[src/rtl/bin_to_seg_bcd.sv]
// bin_to_seg_bcd: sequential double-dabble binary-to-BCD converter feeding an 8-digit segment driver
module bin_to_seg_bcd #(
  parameter int IN_W     = 27,
  parameter bit LZ_BLANK = 1'b1
) (
  input  logic            clk,
  input  logic            rst,
  input  logic            start,
  input  logic [IN_W-1:0] bin_in,
  input  logic [7:0]      dot_in,
  output logic            busy,
  output logic            done,
  output logic            overflow,
  output logic [3:0]      seg_data_1,
  output logic [3:0]      seg_data_2,
  output logic [3:0]      seg_data_3,
  output logic [3:0]      seg_data_4,
  output logic [3:0]      seg_data_5,
  output logic [3:0]      seg_data_6,
  output logic [3:0]      seg_data_7,
  output logic [3:0]      seg_data_8,
  output logic [7:0]      seg_data_en,
  output logic [7:0]      seg_dot_en
);
  localparam int CW = $clog2(IN_W + 1);
  typedef enum logic {IDLE, SHIFT} state_t;
  state_t          state_q, state_d;
  logic [IN_W-1:0] bin_q, bin_d, bin_n;
  logic [31:0]     bcd_q, bcd_d, bcd_n, adj, seg_q, seg_d;
  logic [CW-1:0]   cnt_q, cnt_d;
  logic [7:0]      dot_q, dot_d, en_q, en_d, dot_en_q, dot_en_d, lz;
  logic            ovf_q, ovf_d, busy_q, busy_d, done_q, done_d, overflow_q, overflow_d;
  always_comb begin
    state_d    = state_q;
    bin_d      = bin_q;
    bcd_d      = bcd_q;
    cnt_d      = cnt_q;
    dot_d      = dot_q;
    ovf_d      = ovf_q;
    busy_d     = busy_q;
    done_d     = 1'b0;
    overflow_d = overflow_q;
    seg_d      = seg_q;
    en_d       = en_q;
    dot_en_d   = dot_en_q;
    for (int i = 0; i < 8; i++)
      adj[4*i+:4] = bcd_q[4*i+:4] >= 4'd5 ? bcd_q[4*i+:4] + 4'd3 : bcd_q[4*i+:4];
    {bcd_n, bin_n} = {adj, bin_q} << 1;
    // enable every digit up to the most significant nonzero one; ones digit always lit
    lz = 8'h01;
    for (int i = 1; i < 8; i++)
      if (bcd_n[4*i+:4] != 4'd0) lz = 8'((9'd1 << (i + 1)) - 9'd1);
    if (state_q == IDLE) begin
      if (start) begin
        state_d = SHIFT;
        bin_d   = bin_in;
        dot_d   = dot_in;
        ovf_d   = 64'(bin_in) > 64'd99_999_999;
        bcd_d   = '0;
        cnt_d   = '0;
        busy_d  = 1'b1;
      end
    end else begin
      bin_d = bin_n;
      bcd_d = bcd_n;
      cnt_d = cnt_q + 1'b1;
      if (cnt_q == CW'(IN_W - 1)) begin
        state_d    = IDLE;
        busy_d     = 1'b0;
        done_d     = 1'b1;
        overflow_d = ovf_q;
        seg_d      = ovf_q ? 32'h0000_000E : bcd_n;
        en_d       = ovf_q ? 8'h01 : (LZ_BLANK ? lz : 8'hFF);
        dot_en_d   = ovf_q ? 8'h00 : dot_q;
      end
    end
  end
  always_ff @(posedge clk) begin
    if (rst) begin
      state_q    <= IDLE;
      bin_q      <= '0;
      bcd_q      <= '0;
      cnt_q      <= '0;
      dot_q      <= '0;
      ovf_q      <= 1'b0;
      busy_q     <= 1'b0;
      done_q     <= 1'b0;
      overflow_q <= 1'b0;
      seg_q      <= '0;
      en_q       <= 8'h01;
      dot_en_q   <= 8'h00;
    end else begin
      state_q    <= state_d;
      bin_q      <= bin_d;
      bcd_q      <= bcd_d;
      cnt_q      <= cnt_d;
      dot_q      <= dot_d;
      ovf_q      <= ovf_d;
      busy_q     <= busy_d;
      done_q     <= done_d;
      overflow_q <= overflow_d;
      seg_q      <= seg_d;
      en_q       <= en_d;
      dot_en_q   <= dot_en_d;
    end
  end
  assign busy        = busy_q;
  assign done        = done_q;
  assign overflow    = overflow_q;
  assign seg_data_1  = seg_q[3:0];
  assign seg_data_2  = seg_q[7:4];
  assign seg_data_3  = seg_q[11:8];
  assign seg_data_4  = seg_q[15:12];
  assign seg_data_5  = seg_q[19:16];
  assign seg_data_6  = seg_q[23:20];
  assign seg_data_7  = seg_q[27:24];
  assign seg_data_8  = seg_q[31:28];
  assign seg_data_en = en_q;
  assign seg_dot_en  = dot_en_q;
endmodule
[config.mk]
export PLATFORM = sky130hd
export DESIGN_NAME = bin_to_seg_bcd
export DESIGN_NICKNAME = d
export VERILOG_FILES = /design/src/rtl/bin_to_seg_bcd.sv
export SDC_FILE = /design/constraint.sdc
export NUM_CORES = 1
export LEC_CHECK = 0
export ABC_AREA = 1
export BUFFER_PORTS_ARGS = -buffer_cell sky130_fd_sc_hd__buf_2
export CAP_MARGIN = 5
export CORE_MARGIN = 2
export CORE_UTILIZATION = 57
export CTS_CLUSTER_SIZE = 14
export DETAILED_ROUTE_END_ITERATION = 6
export PLACE_DENSITY = 0.82
export SLEW_MARGIN = 20
export SYNTH_ARGS = -nofsm -noshare
export SYNTH_HDL_FRONTEND = slang
export SYNTH_SLANG_ARGS = --single-unit
[constraint.sdc]
create_clock -name clk -period 1.93 [get_ports clk]
set_input_delay 0.193 -clock clk [delete_from_list [all_inputs] [get_ports clk]]
set_output_delay 0.193 -clock clk [all_outputs]
set_load 0.01 [all_outputs]
==> impl_results.md, run 1 <==
* Tot GR Track Use at 0.276
* Routed vias/inst at ~5.3
* Post-route cell area at roughly 7400 µm²
* CP top delay family: buffers and inverters
* DP Worst Slack at 0.128 ns
* Final hold vios at 0
* Layout cell share with drive strength beyond 1 at 0.184
* Finished Core Util at 0.727
* Crit path required time at between 2 and 2.5 ns
* Relative slew slack at 0.525
* Reg2Reg Setup Slack at around 0.13 ns
* Post-synthesis xor/xnor area fraction at 0.00149
* CP Cell Sequence: buf_6, nor2_4, buf_12, nand2_1, a31oi_1, dlygate4sd3_1
* Post-Place Cells at 1057
* Final std cells w/o fill at 1116
* Clock Latency Late Sink at 0.53 ns
* Largest net degree at the start of global routing at 40
* Initial Util at 0.578
* Compound-Gate Fraction of Synth Area at 0.139
* Worst slew pin tran at around 0.71 ns
* Cells after synthesis at between 800 and 900
* Final #Nets at about 1000
* Clock tree buffer depth at 2
* Number of port buffers at 87
* Post-synth cell types at 40
* N_diodes at 0
* CP startpoint kind: flip-flop
* Drt wl/cell at roughly 14 µm
* Multiplexer area fraction after synthesis at 0
* Row Count at 37
* Critical Path Sink Type: flip-flop
* Die area at 11200 µm²
* DRC viols at 0
* CP arrival at 2.26 ns
* DIE WIDTH at 106 µm
* Slowest CP cell: dlygate4sd3_1
* Sequential element share of the synthesized area at 0.422
* Mapped Nets at 909
* Fmax at 557 MHz
* Main combinational cell family by area after synthesis: simple AND/OR/NAND/NOR gates
* Yosys warns at 0
* RSZ-0062 raised after global routing: no
* Tot Pwr at 6.42 mW
* Root Buffer: clkbuf_8
* Initial antenna violation count at 0
* Final Setup Violations at 0
* Post-synthesis register bit count at 124
* Hpwl dp at about 9600 µm
* Worst min path class: primary input to flip-flop
* Final hold slack at 0.0190 ns
* Max-cap viol count at 0
* Antenna Nets Post-Route at 0
* Cell Area, Synth at 5880 µm²
* Pleak at approximately 3.5 nW
* TNS Setup at 0 ns
* Syn avg cell area at 6.90 µm²
* CTS tree: built
* Period minus WS final at 1.80 ns
* Final Max Tran Viols at 0
* Simple-Gate Fraction of Synth Area at 0.289
* H-tree levels at 4
* Status: finished, final reports clean
* CP max FO at 29
* CP max stage delay at 0.58 ns
* WL final at 15300 µm
* Final Cycle Share at 0.930
* Final WS setup at 0.135 ns
* Layout area overhead at 25.8%
* I/O pins at 89
* DP Area at 6460 µm²
* Clock slew at reported path FFs at 0.06 ns
* Initial DRC count at 382
* Adder-cell share of the synthesized area at 0.0383
* CTS buffer count at 17
* Routability cong. at 0.875
* Buffer and inverter count on the worst path at 3
* Vias at 5879
* Crit Path Class: flip-flop to flip-flop
* Pwr Density at 867 nW/µm²
* Die Height at 106 µm
* Vias in the first global route at 5499
* First-pass GRT wire length at 24800 µm
* Core area at 10200 µm²
* DRT Pass-1 Iters at 5
* Worst VDD drop at 0.511 mV
* # clock sinks at between 100 and 150
* Overflow after GRT at 0
* Clock skew at 0.00816 ns
[worst register-to-register path, stage by stage, from the launching register on]
cell,delay (ns)
dfxtp_2,0.35
buf_6,0.20
nor2_4,0.20
buf_12,0.18
nand2_1,0.07
a31oi_1,0.18
dlygate4sd3_1,0.58
[layout by cell type, fill, tap and decap left out, drive strengths merged, types with 2 or more instances in the layout]
| cell type | n |
|---|---|
| o211ai | 2 |
| and2 | 2 |
| nor3 | 6 |
| nand2 | 289 |
| nand3 | 50 |
| a21oi | 57 |
| ha | 18 |
| clkinv | 3 |
| clkinvlp | 5 |
| clkbuf | 20 |
| nor4 | 3 |
| buf | 104 |
| dlygate4sd3 | 25 |
| a211oi | 2 |
| o221ai | 4 |
| o22ai | 5 |
| bufinv | 4 |
| nor2 | 42 |
| or2 | 2 |
| o21ai | 56 |
| a22oi | 6 |
| a31oi | 4 |
| a31o | 2 |
| nand4 | 12 |
| dfxtp | 124 |
| inv | 128 |
[synth_stat cells (all sizes together)]
cell | number | area (µm²)
a211oi | 2 | 15.0
a21oi | 57 | 323
a22oi | 6 | 45.0
a31o | 2 | 17.5
a31oi | 4 | 25.0
a32o | 1 | 10.0
and2 | 2 | 12.5
buf | 24 | 129
clkbuf | 11 | 41.3
conb | 1 | 3.75
dfxtp | 124 | 2480
ha | 18 | 225
inv | 127 | 479
nand2 | 289 | 1090
nand3 | 50 | 260
nand4 | 12 | 75.1
nor2 | 42 | 194
nor3 | 6 | 30.0
nor4 | 3 | 18.8
o211ai | 2 | 15.0
o21ai | 56 | 284
o21bai | 1 | 7.51
o221ai | 4 | 35.0
o22ai | 5 | 31.3
o32ai | 1 | 8.76
or2 | 2 | 12.5
xor2 | 1 | 8.76
[routing by layer]
layer  track usage  vias up  part of all wire
li1              -     2924                 -
met2         0.478      248              0.49
met5             0        -                 0
met3        0.0594       30             0.076
met1         0.335     2677              0.42
met4         0.107        0             0.020
[sequential cells by signal, summed over array words and instances (netlist names), 5 cells and up]
| register | count |
|---|---|
| bin_q | 27 |
| bcd_q | 32 |
| seg_q | 32 |
| seg_dot_en | 8 |
| dot_q | 8 |
| cnt_q | 5 |
| seg_data_en | 7 |
[final timing paths]
path / start / to / cells past startpoint
setup / recovery: state_q / bin_q[13] / 6
hold / removal: rst / bin_q[23] / 2
setup reg to reg: state_q / bin_q[13] / 6
hold reg to reg: seg_dot_en[0] / seg_dot_en[0] / 2
[what timing repair did]
item / CTS / global route
endpoints found under the setup margin: 0 / 5
gates resized for setup: 0 / 12
hold buffers: 25 / 0
buffers inserted: 0 / 1
endpoints found under the hold margin: 24 / 0
[kinds of logic after synthesis]
| group | Yosys count |
|---|---|
| buffers and inverters | 162 |
| DFF | 124 |
| and+or+nand+nor | 406 |
| adders and majority gates | 18 |
| xor gates and xnor gates | 1 |
| other | 1 |
| AOI/OAI and AO/OA | 141 |
[final cells by class]
class                   instances  area, µm²
clock buffers                  19        442
clock inverters                13        189
fillers                       781       2780
inverters                     127        479
multi-input cells             567       2780
flip-flops and latches        124       2490
well taps                     136        170
repair buffers                130        855
[where the power goes]
group | internal, mW | total (mW) | switching (mW)
registers | 2.61 | 2.64 | 0.0269
logic | 0.156 | 0.403 | 0.247
clock network | 2.17 | 3.37 | 1.20
total | 4.94 | 6.42 | 1.48
Power figures use the tool's default switching activity.
==> run 2: changes to the inputs <==
Settings changed: CORE_UTILIZATION 57 to 61, PLACE_DENSITY 0.82 to 0.87.
Clock period 1.93 ns to 2.31 ns, I/O delays scaled along.
==> run 2 against run 1 <==
  * Sequential share of layout area up 1.5 points
  * Register-to-register slack gained 0.18 ns
  * Sequential cell count did not move
  * Sequential power shrank 16%
  * Critical endpoint is now seg_q[12]
  * Largest power group unchanged
==> impl_results.md, run 2 (synthesis gave the netlist of run 1 again) <==
* Worst min path class: primary input to flip-flop
* CP arrival at between 2 and 2.5 ns
* Core area at 9280 µm²
* Overflow after GRT at 0
* Final #Nets at 1002
* Initial Util at 0.634
* Initial DRC count at 287
* CP startpoint kind: flip-flop
* Worst Reg-to-Reg Cells at 7
* CTS tree: built
* Worst slew pin tran at 0.664 ns
* Routed vias/inst at 5.35
* Final hold vios at 0
* Hpwl dp at 9770 µm
* Relative slew slack at 0.557
* CP top delay family: simple AND/OR/NAND/NOR gates
* Tot GR Track Use at 0.301
* Routability cong. at 0.914
* Vias in the first global route at 5531
* Clock Latency Late Sink at 0.52 ns
* Period minus WS final at 2.00 ns
* Clock skew at roughly 0.009 ns
* Clock tree buffer depth at 2
* Hold_buf cts at 10
* Worst VDD drop at slightly below 0.6 mV
* Final Cycle Share at 0.864
* Most frequent cells in the layout: 285 x nand2_1, 124 x inv_1, 123 x dfxtp_1
* Crit path required time at between 2 and 3 ns
* Pwr Density at around 710 nW/µm²
* I/O pins at 89
* CP max FO at 23
* Layout area overhead at 20.1%
* Drt wl/cell at 14.0 µm
* CP max stage delay at about 0.57 ns
* WL final at 15300 µm
* # clock sinks at 124
* First-pass GRT wire length at 24800 µm
* Critical Path Sink Type: flip-flop
* Vias at ~5800
* Crit Path Class: flip-flop to flip-flop
* Initial antenna violation count at 0
* Status: finished, final reports clean
* H-tree levels at 4
* DRC viols at 0
* Final Setup Violations at 0
* Number of port buffers at 87
* Commonest non-fill, non-tap cell in the layout: nand2_1
* TNS Setup at 0 ns
* Antenna Nets Post-Route at 0
* CTS resizes at 0
* N_diodes at 0
* Setup Fix Bufs, Post-CTS at 0
* Largest regs: bcd_q: 32 flops, seg_q: 32 flops, bin_q: 27 flops
* DRT Pass-1 Iters at 5
* Die Height at 102 µm
* Finished Core Util at 0.761
* Pleak at 3.39 nW
* CP Cell Sequence: nand3_2, nor2_4, inv_4, nor2_8, buf_4, nand2_1, a21oi_2
* Clock slew at reported path FFs at 0.06 ns
* Buffer and inverter count on the worst path at 2
* Row Count at 35
* Total stage count of the critical path at 7
* Root Buffer: clkbuf_8
* Layout cell share with drive strength beyond 1 at 0.168
* Hold path depth at 5
* Fmax at ~500 MHz
* Max-cap viol count at 0
* Largest net degree at the start of global routing at 42
* Final Max Tran Viols at 0
* CTS buffer count at 17
* RSZ-0062 raised after global routing: no
* Slowest CP cell: dfxtp_2
* DIE WIDTH at 102 µm
* Die area at between 10000 and 15000 µm²
* Tot Pwr at 5.01 mW
[run 2: layer usage]
layer | vias up | GRT usage | share of wire
met5 | - | 0 | 0
met4 | 0 | 0.123 | 0.027
met3 | 49 | 0.0670 | 0.067
met2 | 235 | 0.514 | 0.48
met1 | 2650 | 0.369 | 0.42
li1 | 2885 | - | -
[run 2: through the flow]
stage | hold WS (ns) | cells | instance area (µm²) | setup slack, ns
2_1_floorplan | 0.303 | 853 | 5880 | 0.753
3_3_place_gp | 0.437 | 1046 | 6410 | 0.467
3_5_place_dp | 0.442 | 1046 | 6410 | 0.402
4_1_cts | 0.00505 | 1087 | 7070 | 0.362
5_1_grt | 0.0204 | 1087 | 7070 | 0.182
6_report | 0.00872 | 1087 | 7070 | 0.313
[run 2: cell type report]
class,count,area [µm²]
multi-input cells,567,2760
flip-flops and latches,124,2480
fillers,728,2220
repair buffers,109,626
inverters,127,479
clock buffers,19,442
well taps,129,161
clock inverters,12,115
[run 2: worst paths after layout]
kind / start / to / slack (ns)
setup / recovery: state_q / seg_q[12] / 0.31
hold / removal: bin_in[11] / bin_q[11] / 0.009
setup reg to reg: state_q / seg_q[12] / 0.31
hold reg to reg: seg_q[31] / seg_q[31] / 0.45
[run 2: worst reg2reg max path, delay by kind of cell, from the launching register on]
family / cells / cell delay (ns)
AOI/OAI and AO/OA: 1 / 0.14
buffers and inverters: 2 / 0.45
DFF: 1 / 0.57
and+or+nand+nor: 4 / 0.78
[run 2: power breakdown]
part           internal (mW)  switching [mW]
Combinational         0.0988           0.189
Clock                   1.49            1.03
Sequential              2.18          0.0276
Total                   3.77            1.25
